File: config.mk
export PLATFORM = sky130hd
export DESIGN_NAME = game_status_ctrl_flat
export DESIGN_NICKNAME = d
export VERILOG_FILES = /design/src/rtl/game_status_if.sv /design/src/rtl/game_status_ctrl.sv /design/src/flat_wrapper.sv
export SDC_FILE = /design/constraint.sdc
export NUM_CORES = 1
export LEC_CHECK = 0
export ABC_AREA = 1
export CAP_MARGIN = 20
export CORE_MARGIN = 5
export CORE_UTILIZATION = 49
export CTS_BUF_LIST = sky130_fd_sc_hd__clkbuf_2 sky130_fd_sc_hd__clkbuf_4 sky130_fd_sc_hd__clkbuf_8
export DETAILED_ROUTE_END_ITERATION = 10
export PLACE_DENSITY_LB_ADDON = 0.25
export SLEW_MARGIN = 5
export SYNTH_ARGS = -nofsm -noshare
export SYNTH_HDL_FRONTEND = slang
export SYNTH_SLANG_ARGS = --single-unit
File: constraint.sdc
create_clock -name clk -period 1.3 [get_ports clk]
set_clock_uncertainty 0.05 [all_clocks]
set_input_delay 0.195 -clock clk [delete_from_list [all_inputs] [get_ports clk]]
set_output_delay 0.195 -clock clk [all_outputs]
set_load 0.03 [all_outputs]
File: src/rtl/game_status_if.sv
// +----------------------------------------------------------------------------+
// | Module : game_status_if                                                    |
// | Brief  : Collision-detector inputs and game status outputs of the status   |
// |          controller.                                                       |
// | Rev    : 1.0 - initial release                                             |
// +----------------------------------------------------------------------------+
`default_nettype none

interface game_status_if;
   logic       startOfFrame;
   logic       player_hit;
   logic       enemy_killed;
   logic [2:0] lives;
   logic [7:0] kills;
   logic       invuln;
   logic       hit_pulse;
   logic       gameOver;
   logic       win;

   modport master (
      output startOfFrame, player_hit, enemy_killed,
      input  lives, kills, invuln, hit_pulse, gameOver, win
   );

   modport slave (
      input  startOfFrame, player_hit, enemy_killed,
      output lives, kills, invuln, hit_pulse, gameOver, win
   );
endinterface

`default_nettype wire

File: src/rtl/game_status_ctrl.sv
// +----------------------------------------------------------------------------+
// | Module : game_status_ctrl                                                  |
// | Brief  : Lives/kills bookkeeping with hit immunity and terminal gameOver / |
// |          win levels. Optional macro BONUS_LIFE_EN grants bonus lives.      |
// | Rev    : 1.0 - initial release                                             |
// +----------------------------------------------------------------------------+
`default_nettype none

module game_status_ctrl #(
   parameter int LIVES_INIT    = 3,
   parameter int KILLS_TO_WIN  = 20,
   parameter int INVULN_FRAMES = 60,
   parameter int BONUS_KILLS   = 10,
   parameter int MAX_LIVES     = 7
) (
   input  wire logic     clk,
   input  wire logic     resetN,
   game_status_if.slave  bus
);

   typedef enum logic [1:0] {
      S_PLAY     = 2'd0,
      S_INVULN   = 2'd1,
      S_GAMEOVER = 2'd2,
      S_WIN      = 2'd3
   } state_t;

   localparam logic [2:0] c_LIVES_RST  = 3'(LIVES_INIT);
   localparam logic [7:0] c_KILL_LAST  = 8'(KILLS_TO_WIN - 1);
   localparam logic [7:0] c_INV_FRAMES = 8'(INVULN_FRAMES);

   // Empty marker scope: present in the hierarchy only for an illegal configuration.
   if (LIVES_INIT < 1 || LIVES_INIT > 7 || MAX_LIVES > 7 || BONUS_KILLS < 1) begin : g_cfg_invalid
   end

   state_t     state_q, state_d;
   logic [2:0] lives_q, lives_d;
   logic [7:0] kills_q, kills_d;
   logic [7:0] frames_q, frames_d;
   logic       hit_pulse_q, hit_pulse_d;

   logic       w_active;
   logic       w_kill;
   logic       w_win;
   logic       w_hit;
   logic       w_bonus;
   logic [2:0] w_lives_up;

   assign w_active = (state_q == S_PLAY) || (state_q == S_INVULN);
   assign w_kill   = bus.enemy_killed && w_active;
   assign w_win    = w_kill && (kills_q == c_KILL_LAST);
   assign w_hit    = bus.player_hit && (state_q == S_PLAY) && !w_win;

`ifdef BONUS_LIFE_EN
   localparam logic [7:0] c_BONUS_LAST = 8'(BONUS_KILLS - 1);
   localparam logic [2:0] c_LIVES_MAX  = 3'(MAX_LIVES);

   logic [7:0] bonus_cnt_q;

   // Counts kills modulo BONUS_KILLS so no divider is needed.
   assign w_bonus    = w_kill && (bonus_cnt_q == c_BONUS_LAST);
   assign w_lives_up = (lives_q < c_LIVES_MAX) ? lives_q + 3'd1 : lives_q;

   always_ff @(posedge clk or negedge resetN) begin
      if (!resetN) begin
         bonus_cnt_q <= '0;
      end else if (w_kill) begin
         bonus_cnt_q <= w_bonus ? 8'd0 : bonus_cnt_q + 8'd1;
      end
   end
`else
   assign w_bonus    = 1'b0;
   assign w_lives_up = lives_q;
`endif

   always_ff @(posedge clk or negedge resetN) begin
      if (!resetN) begin
         state_q     <= S_PLAY;
         lives_q     <= c_LIVES_RST;
         kills_q     <= '0;
         frames_q    <= '0;
         hit_pulse_q <= 1'b0;
      end else begin
         state_q     <= state_d;
         lives_q     <= lives_d;
         kills_q     <= kills_d;
         frames_q    <= frames_d;
         hit_pulse_q <= hit_pulse_d;
      end
   end

   always_comb begin
      state_d     = state_q;
      lives_d     = lives_q;
      kills_d     = kills_q;
      frames_d    = frames_q;
      hit_pulse_d = 1'b0;

      if (w_kill) begin
         kills_d = kills_q + 8'd1;
      end

      case (state_q)
         S_PLAY, S_INVULN: begin
            if (w_win) begin
               state_d = S_WIN;
               lives_d = w_bonus ? w_lives_up : lives_q;
            end else if (w_hit) begin
               hit_pulse_d = 1'b1;
               // A simultaneous bonus cancels the loss, so the player always survives it.
               if (w_bonus) begin
                  state_d  = S_INVULN;
                  frames_d = c_INV_FRAMES;
               end else begin
                  lives_d = lives_q - 3'd1;
                  if (lives_q == 3'd1) begin
                     state_d = S_GAMEOVER;
                  end else begin
                     state_d  = S_INVULN;
                     frames_d = c_INV_FRAMES;
                  end
               end
            end else begin
               if (w_bonus) begin
                  lives_d = w_lives_up;
               end
               if ((state_q == S_INVULN) && bus.startOfFrame) begin
                  frames_d = frames_q - 8'd1;
                  if (frames_q == 8'd1) begin
                     state_d = S_PLAY;
                  end
               end
            end
         end
         default: begin
            kills_d = kills_q;
         end
      endcase
   end

   assign bus.lives     = lives_q;
   assign bus.kills     = kills_q;
   assign bus.invuln    = (state_q == S_INVULN);
   assign bus.hit_pulse = hit_pulse_q;
   assign bus.gameOver  = (state_q == S_GAMEOVER);
   assign bus.win       = (state_q == S_WIN);

endmodule

`default_nettype wire
File: src/flat_wrapper.sv
// flat-port wrapper written by rule: the top's interface ports become plain ports
module game_status_ctrl_flat 
#(
   parameter int LIVES_INIT    = 3,
   parameter int KILLS_TO_WIN  = 20,
   parameter int INVULN_FRAMES = 60,
   parameter int BONUS_KILLS   = 10,
   parameter int MAX_LIVES     = 7
)
  (clk, resetN, bus_startOfFrame, bus_player_hit, bus_enemy_killed, bus_lives, bus_kills, bus_invuln, bus_hit_pulse, bus_gameOver, bus_win);
  game_status_if bus_i ();
  input  wire logic clk;
  input  wire logic resetN;
  input wire logic [$bits(bus_i.startOfFrame)-1:0] bus_startOfFrame;
  input wire logic [$bits(bus_i.player_hit)-1:0] bus_player_hit;
  input wire logic [$bits(bus_i.enemy_killed)-1:0] bus_enemy_killed;
  output wire logic [$bits(bus_i.lives)-1:0] bus_lives;
  output wire logic [$bits(bus_i.kills)-1:0] bus_kills;
  output wire logic [$bits(bus_i.invuln)-1:0] bus_invuln;
  output wire logic [$bits(bus_i.hit_pulse)-1:0] bus_hit_pulse;
  output wire logic [$bits(bus_i.gameOver)-1:0] bus_gameOver;
  output wire logic [$bits(bus_i.win)-1:0] bus_win;
  assign bus_i.startOfFrame = bus_startOfFrame;
  assign bus_i.player_hit = bus_player_hit;
  assign bus_i.enemy_killed = bus_enemy_killed;
  assign bus_lives = bus_i.lives;
  assign bus_kills = bus_i.kills;
  assign bus_invuln = bus_i.invuln;
  assign bus_hit_pulse = bus_i.hit_pulse;
  assign bus_gameOver = bus_i.gameOver;
  assign bus_win = bus_i.win;
  game_status_ctrl #(.LIVES_INIT(LIVES_INIT), .KILLS_TO_WIN(KILLS_TO_WIN), .INVULN_FRAMES(INVULN_FRAMES), .BONUS_KILLS(BONUS_KILLS), .MAX_LIVES(MAX_LIVES)) u_core (.clk(clk), .resetN(resetN), .bus(bus_i));
endmodule
Word level (Yosys, flattened, before mapping). Cells that the tools add are included.

Register bits: 22. Output and inout bits: 15.

Add/subtract/negate cells: 3. Equality and inequality tests: 7. Muxes and demuxes: 11. Bitwise logic cells: 1. Reductions and logical operators: 16.

Operator list (number): 8-bit two-way mux (3); 2-bit two-way mux (5); 8-bit by 1-bit adder with 8-bit output (second input constant) (1); 8-bit by 1-bit == test with 1-bit output (second input constant) (1); 8-bit by 5-bit == test with 1-bit output (second input constant) (1); 8-bit by 1-bit subtractor with 8-bit output (second input constant) (1); 3-bit AND reduction (2); 3-bit nonzero test (2); 1-bit logical AND (5); 2-bit == test (second input constant) (2); 4-bit AND reduction (1); 3-bit by 1-bit == test with 1-bit output (second input constant) (1); 1-bit two-way mux (3); 3-bit by 1-bit subtractor with 3-bit output (second input constant) (1); 2-bit by 1-bit == test with 1-bit output (second input constant) (1); 2-bit zero test (1); 2-bit inequality test (second input constant) (1); 2-bit AND reduction (1); 2-bit nonzero test (1); 2-bit OR reduction (1); 1-bit zero test (1); 1-bit logical OR (1); 1-bit inverter (1).

Depth between registers and ports, before layout.
Depth after elaboration: 9. Gate-level depth with buffers: 9. Mapped depth without buffers: 9.

Worst setup path before layout. OpenSTA, ideal clock, no wires.

Kind: reg-to-reg. Start point: reg u_core.state_q[0]. End point: reg u_core.frames_q[2]. Arrival time: 1.440 ns. Data required time: 1.133 ns. Slack: -0.307 ns. Stages on the path, launching flop included: 8. Clock period less this slack: 1.607 ns. Cells stage by stage: dfrtp_1 > inv_1 > nor2_1 > nand2_1 > nand2_1 > nand4_2 > nand2_1 > nand2_1.

Word-level cells in the longest chain between the ends: 8. Elaborated cells between the ends (all ways): 15.

RTL lines: from (decl) (RTL line game_status_ctrl.sv:36) `state_t state_q, state_d;`; from (signal assigned) (RTL line game_status_ctrl.sv:84) `state_q <= state_d;`; 2-bit by 1-bit == test with 1-bit output *; named net bus_invuln (RTL line flat_wrapper.sv:19) `output wire logic [$bits(bus_i.invuln)-1:0] bus_invuln;`; 1-bit logical OR (RTL line game_status_ctrl.sv:49) `assign w_active = (state_q == S_PLAY) || (state_q == S_INVULN);`; 1-bit logical AND (RTL line game_status_ctrl.sv:50) `assign w_kill = bus.enemy_killed && w_active;`; 1-bit logical AND (RTL line game_status_ctrl.sv:51) `assign w_win = w_kill && (kills_q == c_KILL_LAST);`; 1-bit zero test (RTL line game_status_ctrl.sv:52) `assign w_hit = bus.player_hit && (state_q == S_PLAY) && !w_win;`; 1-bit logical AND (RTL line game_status_ctrl.sv:52); 2-bit inequality test (no line) / 2-bit nonzero test (equally long branches); 4-bit AND reduction (no line); to (signal assigned) (RTL line game_status_ctrl.sv:87) `frames_q <= frames_d;`; to (decl) (RTL line game_status_ctrl.sv:39) `logic [7:0] frames_q, frames_d;`.

Mark *: on every way through the listed nets, which the timed path passes. The rest lies on a longest branch. A chain may end at the register's enable or synchronous reset.

Worst setup path after layout.
Start point: reg u_core.state_q[0]. End point: out bus_invuln.

Word-level cells in the longest chain between the ends: 1.

RTL lines: 2-bit by 1-bit == test with 1-bit output (RTL line game_status_ctrl.sv:143) `assign bus.invuln = (state_q == S_INVULN);`; to (decl) (RTL line flat_wrapper.sv:19).

No other way between the ends.

==> parameters.txt <==
Parameter                              Value

Yosys
  Main combinational cell family by area after synthesis    simple AND/OR/NAND/NOR gates
  Mux share of post-synthesis cell area    0.00951
  Adder and majority gate portion of the synthesized area    0.0529
  Number of synthesized register bits    22
  Number of distinct library cells after synthesis    21
  Synthesized-area fraction occupied by ao, oa, aoi and oai cells    0.0127
  Simple-gate share of the synthesized area    0.305
  Area contributors post-synth    sky130_fd_sc_hd__dfrtp_1, sky130_fd_sc_hd__nand2_1, sky130_fd_sc_hd__xor2_1
  Area of the mapped netlist    1180 µm²
  Count of mapped cells out of synthesis    143
  XOR/XNOR Fraction of Synth Area    0.0888
  Area share of the largest cell type after synthesis    0.423
  Biggest area consumer among synthesized cells    sky130_fd_sc_hd__dfrtp_1
  Number of nets in the synthesized netlist    153
  Warning count from the yosys run    0
  Sequential cell area fraction in the yosys report    0.467
  Post-Syn Area per Cell    8.28 µm²

Drt
  Avg WL per Cell    13.8 µm
  Via count    1126
  Initial drt markers    37
  First-pass iteration count of the detailed router    4
  Residual DRC    0
  DRT antenna net count    0
  Vias per Instance    5.05
  Overall routed net length    3090 µm

Hold path
  Class of the tightest hold or removal check    input port to asynchronous set/reset pin

Clocking
  CTS Hold Bufs    0
  Clock buffer depth    2
  Clock H-tree levels    1
  Clock tree root driver cell    sky130_fd_sc_hd__clkbuf_4
  Clock slew seen by the registers of the worst setup and hold paths    0.12 ns
  Source-to-sink clock delay at the later pin of the worst-skew pair    0.32 ns
  Number of buffers added by the clock tree synthesis step    3
  CTS tree    yes
  Num Clock Sinks    22

STA
  Fmax    691 MHz
  RSZ-0062 raised after global routing    true
  Smallest setup slack after layout    -0.147 ns
  Endpoints failing hold    0
  Worst-margin pin slew    0.216 ns
  Total of endpoints with negative setup slack in the final report    21
  Worst hold slack across all endpoints    0.159 ns
  Worst max-slew margin expressed relative to the limit    0.855
  Share of the clock period used by the worst path    1.11
  Number of max-slew violations in the final report    0
  Shortest period the worst path allows    1.45 ns

Global routing
  Number of global-route vias before repair    1143
  GRT Residual Overflow    0
  Antenna violations before repair    0
  First-pass GRT wire length    4880 µm
  GR Util All Layers    0.186
  Pin count of the biggest net entering global routing    23

Die
  Overall die height    59.2 µm
  Area of the core    2250 µm²
  Starting Density    0.525
  Number of placement rows    17
  Die footprint    3500 µm²
  Count of pins on the block boundary    20
  Horizontal extent of the die    59.2 µm

Worst setup path
  Worst r2r path cells    9
  Worst setup EP type    primary output
  Ordered cell list for the critical path    inv_1 -> nor2_4 -> buf_6 -> buf_6
  Startpoint of the most critical setup path    u_core.state_q[0]$_DFFE_PN0P_
  Highest cell delay on the worst timing path    0.41 ns
  Kind of start point of the critical path    flip-flop
  Required time worst endpoint    1.05 ns
  Endpoint arrival time on the critical path    1.20 ns
  Reg-to-reg critical path startpoint    u_core.bus.lives[1]$_DFFE_PN1P_
  Worst reg2reg endpoint    u_core.frames_q[3]$_DFFE_PN0P_
  CP Class    flip-flop to primary output
  Internal reg-to-reg setup slack    -0.10 ns
  Critical Path Fanout Max    2
  Library cell contributing the largest single delay on the critical path    sky130_fd_sc_hd__dfrtp_1
  Most frequent cell on the critical path    sky130_fd_sc_hd__buf_6

Layout
  Number of antenna repair diodes    0
  Layout cell share with drive strength beyond 1    0.467
  Final cell utilization of the core    0.852
  Final #Nets    206
  Signed area change from the synthesized netlist to the final layout    62.4%
  Fill cell count    124
  Post-route cell area    1920 µm²

Power and ir drop
  Power Dens Cells    578 nW/µm²
  Static Leak    0.950 nW
  Worst voltage drop across the vdd grid    699 µV
  Power after layout    1.11 mW

Placed design
  Placer's final routability congestion estimate    0.854
  Instance area after placement    1600 µm²
  Number of buffers added on ports    19
  DPL Wire Length    2090 µm

Job
  Maxcap violations    0

Status
  Result of the run    finished with violations
  Violations in the final reports    setup timing
==> through the flow <==
step	TNS [ns]	setup WS, ns	std cells
3_3_place_gp	-3.28	-0.273	210
2_1_floorplan	-1.59	-0.187	143
3_5_place_dp	-4.21	-0.366	210
5_1_grt	-2.91	-0.188	223
4_1_cts	-1.23	-0.128	217
6_report	-1.60	-0.147	223
==> layer usage <==
layer | up-vias | part of all wire | wire [µm] | global-route usage
met2 | 23 | 0.56 | 1720 | 0.336
met4 | 0 | 0.044 | 136 | 0.107
li1 | 552 | - | - | -
met1 | 539 | 0.36 | 1110 | 0.208
met5 | - | 0 | 0 | 0
met3 | 12 | 0.037 | 113 | 0.0218
==> report_power, final <==
part           internal [mW]  switching [mW]
Sequential             0.684               0
Clock                  0.171           0.218
Combinational         0.0168          0.0192
==> sequential cells by signal (all words and copies together) (netlist names) <==
register and flops:
u_core.frames_q 8, u_core.state_q 2, u_core.bus.hit_pulse 1, u_core.bus.kills 8
u_core.bus.lives 3
==> area by class of cell <==
type | count | area, µm² | area share
multi-input cells | 101 | 754 | 0.393
clock buffers | 4 | 36.3 | 0.0189
repair buffers | 48 | 459 | 0.239
flip-flops and latches | 22 | 557 | 0.290
well taps | 28 | 35.0 | 0.0182
inverters | 20 | 80.1 | 0.0417
==> repair_timing <==
item	4_1_cts	5_1_grt
setup buffers	3	6
pin swaps	2	10
gates resized for setup	36	35
endpoints found under the setup margin	24	26
==> cell usage after synthesis <==
cell,count
sky130_fd_sc_hd__dfstp_2,2
sky130_fd_sc_hd__dfrtp_1,20
sky130_fd_sc_hd__xnor2_1,2
sky130_fd_sc_hd__xor2_1,10
sky130_fd_sc_hd__nand2_1,43
sky130_fd_sc_hd__nand4_1,2
sky130_fd_sc_hd__ha_1,5
sky130_fd_sc_hd__nor2_2,1
sky130_fd_sc_hd__or2_2,4
sky130_fd_sc_hd__nand3_1,10
sky130_fd_sc_hd__inv_2,1
sky130_fd_sc_hd__nor3b_1,1
sky130_fd_sc_hd__inv_1,19
sky130_fd_sc_hd__nand3_2,1
sky130_fd_sc_hd__o21ai_0,3
sky130_fd_sc_hd__nor3_2,1
sky130_fd_sc_hd__mux2_2,1
sky130_fd_sc_hd__nor3_1,1
sky130_fd_sc_hd__nand4_2,1
sky130_fd_sc_hd__nor2_1,13
sky130_fd_sc_hd__nand2_2,2
==> worst max path at each step <==
stage / endpoint / slack (ns) / cells after the start
floorplan: u_core.frames_q[2]$_DFFE_PN0P_ / -0.19 / 9
global placement: u_core.frames_q[3]$_DFFE_PN0P_ / -0.27 / 8
detailed placement: u_core.frames_q[3]$_DFFE_PN0P_ / -0.37 / 8
CTS: bus_invuln / -0.13 / 4
global route: bus_invuln / -0.19 / 4
finish: bus_invuln / -0.15 / 4
==> cell families (layout without fill, tap and decap cells) <==
kind of cell,after synthesis,in the layout
AND/OR/NAND/NOR,80,80
flip-flops,22,22
buffers and inverters,20,72
XOR/XNOR,12,12
adder cells (fa/ha/maj),5,5
AO/OA/AOI/OAI,3,3
multiplexers,1,1
==> worst max-delay path, delay by kind of cell (launching register included) <==
| kind | cells | cell delay, ns |
|---|---|---|
| flops | 1 | 0.41 |
| simple gates | 1 | 0.06 |
| buf+inv | 3 | 0.42 |
==> layout by cell type, fill, tap and decap left out, types with 5 or more instances in the layout <==
master                    count
sky130_fd_sc_hd__nand2_1     37
sky130_fd_sc_hd__buf_4       21
sky130_fd_sc_hd__buf_6       19
sky130_fd_sc_hd__dfrtp_1     17
sky130_fd_sc_hd__inv_1       13
sky130_fd_sc_hd__xor2_1      10
sky130_fd_sc_hd__nand3_1      7
sky130_fd_sc_hd__nor2_1       7
sky130_fd_sc_hd__nor2_4       6
sky130_fd_sc_hd__inv_2        5
Note: power is estimated with default switching activity, not from simulation.
